$ cat src/rtl/int_ctrl.sv
// Machine-mode interrupt controller: builds the MIP image, picks the highest-priority enabled
// interrupt and hands a trap to the pipeline. Define INTC_EDGE_TRIG_EN for sticky edge-triggered external lines.
module int_ctrl #(
  parameter int NUM_EXT = 4
) (
  input  logic               clk,
  input  logic               reset,
  input  logic [NUM_EXT-1:0] ext_irq,
  input  logic               timer_irq,
  input  logic               sw_irq,
  input  logic [31:0]        mie,
  input  logic               global_int_enable,
  input  logic [31:0]        mtvec,
  input  logic               int_ack,
  input  logic [31:0]        ack_pc,
  output logic               int_req,
  output logic [31:0]        mip_out,
  output logic               interrupt_taken,
  output logic [31:0]        interrupt_cause,
  output logic [31:0]        interrupt_pc,
  output logic [31:0]        trap_pc
);

  localparam logic [31:0] CAUSE_INT   = 32'h8000_0000;
  localparam logic [31:0] CAUSE_SW    = 32'h8000_0003;
  localparam logic [31:0] CAUSE_TIMER = 32'h8000_0007;

  typedef enum logic [1:0] {IDLE, REQ, TAKEN, BLOCK} state_t;

  state_t             state;
  logic [31:0]        cur_cause;
  logic [31:0]        en_mask;
  logic [31:0]        mip_next;
  logic [31:0]        top_cause;
  logic [NUM_EXT-1:0] ext_pend_next;
  logic               eligible;
  logic               unused_mie;

  // Lowest external index wins, then software, then timer.
  function automatic logic [31:0] pick_cause(input logic [31:0] pend);
    logic [31:0] c;
    c = '0;
    if (pend[7]) c = CAUSE_TIMER;
    if (pend[3]) c = CAUSE_SW;
    for (int i = NUM_EXT - 1; i >= 0; i--) begin
      if (pend[16+i]) c = CAUSE_INT | 32'(16 + i);
    end
    return c;
  endfunction

  function automatic logic [31:0] handler_target(input logic [31:0] tvec, input logic [31:0] cause);
    logic [31:0] base;
    base = {tvec[31:2], 2'b00};
    if (tvec[1:0] == 2'b01) base = base + {25'd0, cause[4:0], 2'b00};
    return base;
  endfunction

  assign unused_mie = ^mie;

  always_comb begin
    en_mask    = '0;
    en_mask[3] = mie[3];
    en_mask[7] = mie[7];
    for (int i = 0; i < NUM_EXT; i++) begin
      en_mask[16+i] = mie[11] & mie[16+i];
    end
  end

  assign eligible  = global_int_enable & (|(mip_out & en_mask));
  assign top_cause = pick_cause(mip_out & en_mask);

`ifdef INTC_EDGE_TRIG_EN
  logic [NUM_EXT-1:0] ext_prev;
  logic [NUM_EXT-1:0] ext_clr;

  // The sticky pending bits live in mip_out itself; a fresh edge beats a same-cycle clear.
  always_comb begin
    ext_clr = '0;
    for (int i = 0; i < NUM_EXT; i++) begin
      ext_clr[i] = (state == TAKEN) && (interrupt_cause == (CAUSE_INT | 32'(16 + i)));
    end
    ext_pend_next = (mip_out[16 +: NUM_EXT] & ~ext_clr) | (ext_irq & ~ext_prev);
  end

  always_ff @(posedge clk) begin
    if (!reset) ext_prev <= '0;
    else        ext_prev <= ext_irq;
  end
`else
  assign ext_pend_next = ext_irq;
`endif

  always_comb begin
    mip_next                 = '0;
    mip_next[3]              = sw_irq;
    mip_next[7]              = timer_irq;
    mip_next[11]             = |ext_pend_next;
    mip_next[16 +: NUM_EXT]  = ext_pend_next;
  end

  always_ff @(posedge clk) begin
    if (!reset) begin
      state           <= IDLE;
      int_req         <= 1'b0;
      interrupt_taken <= 1'b0;
      cur_cause       <= '0;
      interrupt_cause <= '0;
      interrupt_pc    <= '0;
      trap_pc         <= '0;
      mip_out         <= '0;
    end else begin
      mip_out         <= mip_next;
      interrupt_taken <= 1'b0;
      case (state)
        IDLE: begin
          if (eligible) begin
            state     <= REQ;
            int_req   <= 1'b1;
            cur_cause <= top_cause;
          end
        end
        REQ: begin
          if (int_ack) begin
            state           <= TAKEN;
            int_req         <= 1'b0;
            interrupt_taken <= 1'b1;
            interrupt_cause <= cur_cause;
            interrupt_pc    <= ack_pc;
            trap_pc         <= handler_target(mtvec, cur_cause);
          end else if (!eligible) begin
            state   <= IDLE;
            int_req <= 1'b0;
          end else begin
            cur_cause <= top_cause;
          end
        end
        // One quiet cycle after the take lets the CSR unit drop mstatus.MIE.
        TAKEN:   state <= BLOCK;
        BLOCK:   state <= IDLE;
        default: state <= IDLE;
      endcase
    end
  end

endmodule

$ cat config.mk
export PLATFORM = sky130hd
export DESIGN_NAME = int_ctrl
export DESIGN_NICKNAME = d
export VERILOG_FILES = /design/src/rtl/int_ctrl.sv
export SDC_FILE = /design/constraint.sdc
export NUM_CORES = 1
export LEC_CHECK = 0
export CAP_MARGIN = 20
export CORE_MARGIN = 8
export CORE_UTILIZATION = 41
export DETAILED_ROUTE_END_ITERATION = 10
export PLACE_DENSITY = 0.88
export SETUP_SLACK_MARGIN = 0.05
export SYNTH_ARGS = -nofsm -noshare
export SYNTH_HDL_FRONTEND = slang
export SYNTH_SLANG_ARGS = --single-unit
export TNS_END_PERCENT = 100
$ cat constraint.sdc
create_clock -name clk -period 6 [get_ports clk]
set_input_delay 0.9 -clock clk [delete_from_list [all_inputs] [get_ports clk]]
set_output_delay 0.9 -clock clk [all_outputs]
set_load 0.1 [all_outputs]
**After elaboration in Yosys (flattened, before gate mapping)**

Cells that the tools add are included.

- Bits in registers: 164
- Bits of input ports: 106
- Output and inout port bits: 130

- $add $sub $neg: 1
- Eq/ne operators: 7
- Multiplexer cells: 19
- Bitwise operators: 6
- Reduce and logical (&&, ||, !) cells: 9

Operators with widths:

| kind | count |
|---|---|
| two-way mux 32 bit | 9 |
| case mux 32 bit (2 select lines) | 1 |
| adder 32 x 7 -> 32 bit | 1 |
| bitwise AND 32 x 20 -> 32 bit | 1 |
| OR reduction 32 bit | 1 |
| case mux 2 bit (4 select lines) | 1 |
| AND reduction 2 bit | 4 |
| two-way mux 2 bit | 3 |
| bitwise AND 1 bit | 5 |
| == test 2 x 1 -> 1 bit (second input constant) | 2 |
| == test 2 bit (second input constant) | 2 |
| two-way mux 1 bit | 4 |
| != test 2 bit (second input constant) | 2 |
| OR reduction 4 bit | 1 |
| != test 3 bit (second input constant) | 1 |
| AND reduction 3 bit | 1 |
| zero test 2 bit | 1 |
| case mux 1 bit (2 select lines) | 1 |
| nonzero test 2 bit | 1 |

**Depth between registers and ports, before layout**

Gate-level depths: netlist of the first run.

- Depth in word-level cells: 11
- Mapped depth: 8
- Mapped depth without buffers: 7

**Worst setup path before layout of the first run**

OpenSTA, ideal clock, no wires.

- Kind: input to register
- Start: input port mtvec[2]
- End: register trap_pc[24]
- Library setup time: 0.133 ns
- Data arrival time: 2.401 ns
- Path slack: 3.466 ns
- Cell stages on the path: 8
- Buffers on the path: 1
- Cell sequence: ha_1 > fa_1 > a21o_1 > a31o_2 > buf_2 > nand4_1 > xor2_1 > a21oi_1

- Word-level cells in the longest chain between the ends: 2

Ends and longest elaborated chain:

| element | RTL line | source |
|---|---|---|
| start: declaration | 13 | `input logic [31:0] mtvec,` |
| adder 32 x 7 -> 32 bit | 54 | `if (tvec[1:0] == 2'b01) base = base + {25'd0, cause[4:0], 2'b00};` |
| two-way mux 32 bit | 54 |  |
| end signal: assignment | 129 | `trap_pc <= handler_target(mtvec, cur_cause);` |
| end: declaration | 21 | `output logic [31:0] trap_pc` |

Every way passes these cells.
A chain may end at the register's enable or synchronous reset.

**Final worst setup path of the first run**

- Start: input port mtvec[4]
- End: register trap_pc[11]

The elaborated chain is that of the path after synthesis.

==> results.md, run 1 <==
- CP Launch Type: input port
- vias in the first global route: 3670
- sinks on the clock net: 83
- worst-case hold path end point: interrupt_cause[4]$_SDFFE_PN0P_
- non-filler instance count after layout: 765
- count of buffers from port buffering: 156
- synth top area cells: sky130_fd_sc_hd__dfxtp_1, sky130_fd_sc_hd__buf_4, sky130_fd_sc_hd__nand2_1
- type of the worst setup path: in2reg
- outcome: completed
- number of iterations in the first detailed-routing pass: 4
- TritonCTS Buffers: 9
- WP data required: 6190 ps
- fraction of power spent switching nets: 0.4169
- post-synthesis async set-or-reset flop share: 0
- area inside the core boundary: 0.009639 sq mm
- RR Startpoint: cur_cause[4]$_SDFFE_PN0P_
- I/O Pins: 236
- maximum number of buffers from clock root to sink: 2
- Max stage delay cell, worst path: sky130_fd_sc_hd__o21ai_1
- Area Overhead vs Synth: 40.55%
- Die X: 114.8 um
- hold bufs inserted after CTS: 0
- total count of max-transition violations in the final report: 0
- diode count: 0
- number of cells upsized or downsized after cts: 0
- effective utilization at floorplan: 0.4148
- share of power burned in the clock network: 0.261
- Synth Area per Inst: 8.245 sq um
- proportion of netlist area held by the largest area contributor: 0.4155
- Clock Tree Root: sky130_fd_sc_hd__clkbuf_8
- Detail Placement HPWL: 8907 um
- level count of the clock H-tree: 3
- worst-case clock skew: 11.80 ps
- TritonCTS clock tree: built
- area of the mapped netlist: 0.003999 sq mm
- Internal Power: 0.8399 mW
- type of the worst min-delay path: reg2reg
- number of synthesis warnings: 0
- PD cells: 256.3 mW/mm^2
- Worst R2R End: trap_pc[11]$_SDFFE_PN0P_
- Site Rows: 36
- GR Util All Layers: 0.1678
- insertion delay of the later-clocked pin in the worst-skew pair: 340 ps
- most common library cells after synthesis: sky130_fd_sc_hd__nand2_1, sky130_fd_sc_hd__dfxtp_1, sky130_fd_sc_hd__a21oi_1, sky130_fd_sc_hd__buf_4, sky130_fd_sc_hd__o21ai_0
- arrival time worst endpoint: 3190 ps
- antenna viol nets, final: 0
- Post-synth EDFFs: 0
- cell depth of the worst flop-to-flop path: 6
- Via density: 4.899
- antenna violations before repair: 0
- ratio of cells with drive above 1 in the final layout: 0.04272
- CP cell instances: clkdlybuf4s50_1, ha_1, nand3_1, o21ai_1, nand4_1, xor2_1, a21oi_1
- initial detailed-routing violation count: 191
- delay of the slowest critical-path stage: 840 ps
- die extent in y: 114.8 um
- maximum frequency from static timing analysis: 333.2 MHz
- register bit total from synthesis: 83
- transition time at the pin with the least slew margin: 1090 ps
- routed length per instance: 15.22 um
- DRC errors left: 0
- Syn Inst Count: 485
- Pleak: 2.100 nW
- net count of the finished layout: 738
- gp weighted congestion: 0.8552
- number of cells on the worst hold path: 2
- Gate power share: 0.331
- via count: 3748
- post-CTS repair timing setup buffer count: 0
- switching power of the nets: 0.6005 mW
- clock period minus final worst setup slack: 3001 ps
- remaining max-slew budget at the tightest pin: 0.2684
- portion of the clock cycle consumed by the worst path in the final layout: 0.5002
- highest net fanout along the worst path: 13
- Clock Pin Slew Worst Setup and Hold Paths: 90 ps
- worst vdd ir: 0.1061 mV
- number of hold violations in the final report: 0
- minimum setup slack among reg-to-reg paths: 3660 ps
- pin count of the biggest net entering global routing: 92
- max-cap violation count: 0
- final setup fails: 0
- Die Footprint: 0.01317 sq mm
- unrepaired setup endpoints after global routing: no
- cell type with the largest total area after synthesis: sky130_fd_sc_hd__dfxtp_1
- Post-Route WL: 11650 um
- total overflow reported by the global router: 0
- setup_tns: 0 ps
- Synth Flop Type: sky130_fd_sc_hd__dfxtp_1
- register area share after synthesis: 0.4155
- most instantiated library cell after synthesis: sky130_fd_sc_hd__nand2_1
- sequential group share of total power: 0.407
- Hold Startpoint: interrupt_cause[4]$_SDFFE_PN0P_
- endpoint type of the worst setup path: register
- # placed instances: 749
- post-synth cell types: 42
- wire length of the first global-routing pass: 18000 um
==> state kept, by name, indices dropped and copies added, names as in the netlist, named ones only <==
register,count
interrupt_pc,32
trap_pc,30
mip_out,7
cur_cause,5
interrupt_cause,5
int_req,1
interrupt_taken,1
state,1
==> how the worst max path moves through the flow <==
stage | start | to | slack (ps)
finish | mtvec[4] | trap_pc[11]$_SDFFE_PN0P_ | 3000
detailed placement | mtvec[4] | trap_pc[11]$_SDFFE_PN0P_ | 2710
global placement | mtvec[6] | trap_pc[11]$_SDFFE_PN0P_ | 2790
CTS | mtvec[4] | trap_pc[11]$_SDFFE_PN0P_ | 3080
global route | mtvec[3] | trap_pc[11]$_SDFFE_PN0P_ | 2920
floorplan | mtvec[2] | trap_pc[24]$_SDFFE_PN0P_ | 3470
==> power by group through the flow <==
| stage | combinational, mW | sequential, mW | clock (mW) |
|---|---|---|---|
| after floorplan | 0.242 | 0.740 | 0 |
| after global placement | 0.470 | 0.599 | 0 |
| after detailed placement | 0.476 | 0.600 | 0 |
| after CTS | 0.477 | 0.587 | 0.391 |
| after global routing | 0.495 | 0.590 | 0.414 |
| final | 0.477 | 0.587 | 0.376 |
==> kinds of logic after synthesis <==
kind of cell | synth area share
xor gates and xnor gates | 0.06133
DFF | 0.4155
and+or+nand+nor | 0.2012
adders and majority gates | 0.01752
AOI/OAI and AO/OA | 0.1536
other | 0.0009378
buffers and inverters | 0.1349
muxes | 0.01502
==> cell type report <==
class	instances	area [sq um]
multi-input combinational	369	2002
clock buffer	9	123.9
fill	867	4019
timing repair buffer	160	1592
sequential	83	1662
clock inverter	7	60.06
tap	133	166.4
inverter	4	15.01
==> routing by layer <==
layer / track usage / wire [um] / up-vias
li1: - / - / 1819
met2: 0.2979 / 5772 / 157
met1: 0.1860 / 4585 / 1750
met5: 0 / 0 / -
met4: 0.06042 / 207 / 0
met3: 0.04989 / 1080 / 22
==> per-stage QoR <==
| stage | worst slack [ps] | util | cell area [sq um] | total power [mW] | hold slack [ps] |
|---|---|---|---|---|---|
| 5_1_grt | 2922 | 0.5831 | 5620 | 1.499 | 470.9 |
| 3_3_place_gp | 2789 | 0.5640 | 5436 | 1.069 | 441.3 |
| 6_report | 2999 | 0.5831 | 5620 | 1.440 | 457.8 |
| 4_1_cts | 3080 | 0.5831 | 5620 | 1.455 | 459.2 |
| 3_5_place_dp | 2707 | 0.5640 | 5436 | 1.075 | 446.3 |
| 2_1_floorplan | 3466 | - | 4198 | 0.9822 | 432.2 |
==> layout by cell type (no fill, tap or decap), drive strengths merged, types with 3 or more instances in the layout <==
master	netlist	final
a21oi	63	63
dfxtp	83	83
ha	4	4
clkinv	0	3
xnor2	4	4
nand2	88	88
and3	8	8
nand4	14	14
clkdlybuf4s50	0	156
a211oi	7	7
mux2i	6	6
nand3	22	22
nor2	12	12
inv	4	8
clkbuf	18	9
buf	64	4
o21ai	28	28
xor2	24	24
and2	8	8
nor2b	4	4
conb	1	54
==> critical path, delay by kind of cell <==
family	cells	cell delay, ps
AO/OA/AOI/OAI	2	950
buffers and inverters	1	440
adder cells (fa/ha/maj)	1	360
AND/OR/NAND/NOR	2	300
XOR/XNOR	1	230
No activity file was read; power rests on OpenSTA's default activity.
==> run 2: changes to the inputs <==
--- a/config.mk
+++ b/config.mk
@@ -7,9 +7,9 @@
 export LEC_CHECK = 0
 export CAP_MARGIN = 20
 export CORE_MARGIN = 8
-export CORE_UTILIZATION = 41
+export CORE_UTILIZATION = 38
 export DETAILED_ROUTE_END_ITERATION = 10
-export PLACE_DENSITY = 0.88
+export PLACE_DENSITY = 0.83
 export SETUP_SLACK_MARGIN = 0.05
 export SYNTH_ARGS = -nofsm -noshare
 export SYNTH_HDL_FRONTEND = slang
==> constraint.sdc (replaced) <==
create_clock -name clk -period 3.1 [get_ports clk]
set_input_delay 0.465 -clock clk [delete_from_list [all_inputs] [get_ports clk]]
set_output_delay 0.465 -clock clk [all_outputs]
set_load 0.1 [all_outputs]
==> run 2 against run 1 <==
  * Utilization down 4.4 points
  * Sequential share of layout area increased by 0.45 points
  * Register-to-register slack lost 2700 ps
  * Final area fell by 1.5%
  * Critical path depth grew 1
  * Critical path type unchanged
  * Critical endpoint is now trap_pc[8]$_SDFFE_PN0P_
  * Largest cell class unchanged
  * Highest routed layer unchanged
==> results.md, run 2 (synthesized netlist as in run 1, its figures left out) <==
- highest net fanout along the worst path: 12
- post-CTS repair timing setup buffer count: 0
- number of hold violations in the final report: 0
- worst-case clock skew: 8.311 ps
- final setup fails: 0
- I/O Pins: 236
- most frequent standard cell in the layout excluding fill and tap cells: sky130_fd_sc_hd__nand2_1
- Worst Setup Slack, final: 711.5 ps
- register ranked first by flip-flop count: interrupt_pc
- remaining max-slew budget at the tightest pin: 0.5402
- unrepaired setup endpoints after global routing: no
- insertion delay of the later-clocked pin in the worst-skew pair: 350 ps
- routed length per instance: 14.78 um
- minimum setup slack after placement: 334.2 ps
- max-cap violation count: 0
- Die Footprint: 0.01406 sq mm
- number of iterations in the first detailed-routing pass: 4
- TritonCTS clock tree: built
- level count of the clock H-tree: 3
- TritonCTS Buffers: 9
- fraction of power spent switching nets: 0.3677
- vias in the first global route: 3710
- effective utilization at floorplan: 0.3891
- Multi-input gate area: 0.002002 sq mm
- net count of the finished layout: 741
- Post-Route WL: 11400 um
- CP Launch Type: input port
- Detail Placement HPWL: 8806 um
- Clock Pin Slew Worst Setup and Hold Paths: 80 ps
- wire length of the first global-routing pass: 18480 um
- sequential group share of total power: 0.373
- Layout fillers: 965
- outcome: completed
- Via density: 4.776
- sinks on the clock net: 83
- total count of max-transition violations in the final report: 0
- maximum number of buffers from clock root to sink: 2
- endpoint type of the worst setup path: register
- hold bufs inserted after CTS: 0
- via count: 3682
- registers with the most flip-flops: interrupt_pc: 32 flops, trap_pc: 30 flops, mip_out: 7 flops
- number of cells upsized or downsized after cts: 0
- portion of the clock cycle consumed by the worst path in the final layout: 0.7705
- gp weighted congestion: 0.7787
- Largest register FFs: 32
- arrival time worst endpoint: 2660 ps
- Gate power share: 0.299
- clock period minus final worst setup slack: 2388 ps
- count of buffers from port buffering: 156
- die extent in y: 118.6 um
- initial detailed-routing violation count: 145
- type of the worst setup path: in2reg
- Clock Tree Root: sky130_fd_sc_hd__clkbuf_8
- ratio of cells with drive above 1 in the final layout: 0.1654
- Site Rows: 37
- antenna violations before repair: 0
- Internal Power: 1.927 mW
- switching power of the nets: 1.121 mW
- top library cells by usage in the layout, fill and taps aside: sky130_fd_sc_hd__nand2_1, sky130_fd_sc_hd__dfxtp_1, sky130_fd_sc_hd__buf_4, sky130_fd_sc_hd__clkdlybuf4s50_1, sky130_fd_sc_hd__a21oi_1
- area of all sequential standard cells: 0.001662 sq mm
- Die X: 118.6 um
- share of power burned in the clock network: 0.328
- worst vdd ir: 0.2431 mV
- antenna viol nets, final: 0
- pin count of the biggest net entering global routing: 61
- PD cells: 550.6 mW/mm^2
- Area Overhead vs Synth: 38.45%
- DRC errors left: 0
- GR Util All Layers: 0.1548
- maximum frequency from static timing analysis: 418.7 MHz
- type of the worst min-delay path: reg2reg
- setup_tns: 0 ps
- Pleak: 2.292 nW
- total overflow reported by the global router: 0
- diode count: 0
- WP data required: 3370 ps
- area inside the core boundary: 0.01028 sq mm
- transition time at the pin with the least slew margin: 684.5 ps
-- run 2: per-layer routing --
layer	track usage	wire length (um)	vias to the layer above
met3	0.06426	972	12
met4	0.04664	159	0
met2	0.2716	5657	136
met5	0	0	-
met1	0.1663	4605	1702
li1	-	-	1832
-- run 2: cell type report --
type	instances	share of cell area
Sequential cell	83	0.3001
Clock inverter	6	0.02463
Inverter	4	0.002712
Clock buffer	10	0.02305
Tap cell	136	0.03073
Multi-Input combinational cell	369	0.3616
Timing Repair Buffer	163	0.2572
-- run 2: worst max-delay path: stages --
cell and delay (ps):
sky130_fd_sc_hd__clkdlybuf4s50_1 430, sky130_fd_sc_hd__ha_1 250, sky130_fd_sc_hd__fa_1 410, sky130_fd_sc_hd__a21o_1 210
sky130_fd_sc_hd__a31o_2 350, sky130_fd_sc_hd__and3_1 210, sky130_fd_sc_hd__xnor2_1 120, sky130_fd_sc_hd__a211oi_1 210
-- run 2: path summary, 6_finish.rpt --
kind                                                    start                             to  slack, ps  depth (start not counted)
worst min-delay path            interrupt_pc[18]$_SDFFE_PN0P_  interrupt_pc[18]$_SDFFE_PN0P_        460                          2
worst min register to register  interrupt_pc[18]$_SDFFE_PN0P_  interrupt_pc[18]$_SDFFE_PN0P_        460                          2
worst max register to register      cur_cause[0]$_SDFFE_PN0P_        trap_pc[8]$_SDFFE_PN0P_        920                          7
worst max-delay path                                 mtvec[2]        trap_pc[8]$_SDFFE_PN0P_        710                          8
-- run 2: power groups by stage --
stage	sequential (mW)	clock (mW)	combinational [mW]
floorplan	1.43	0	0.468
global placement	1.16	0	0.901
detailed placement	1.16	0	0.910
CTS	1.14	1.03	0.911
global route	1.14	1.08	0.947
finish	1.14	0.999	0.912
-- run 2: stage by stage --
| step | util | power, mW | cell area [sq um] | hold slack, ps | cells |
|---|---|---|---|---|---|
| 2_1_floorplan | - | 1.901 | 4198 | 432.2 | 538 |
| 3_3_place_gp | 0.5130 | 2.062 | 5273 | 442.3 | 755 |
| 3_5_place_dp | 0.5130 | 2.072 | 5273 | 446.6 | 755 |
| 4_1_cts | 0.5387 | 3.080 | 5537 | 458.6 | 771 |
| 5_1_grt | 0.5387 | 3.169 | 5537 | 469.3 | 771 |
| 6_report | 0.5387 | 3.048 | 5537 | 456.6 | 771 |
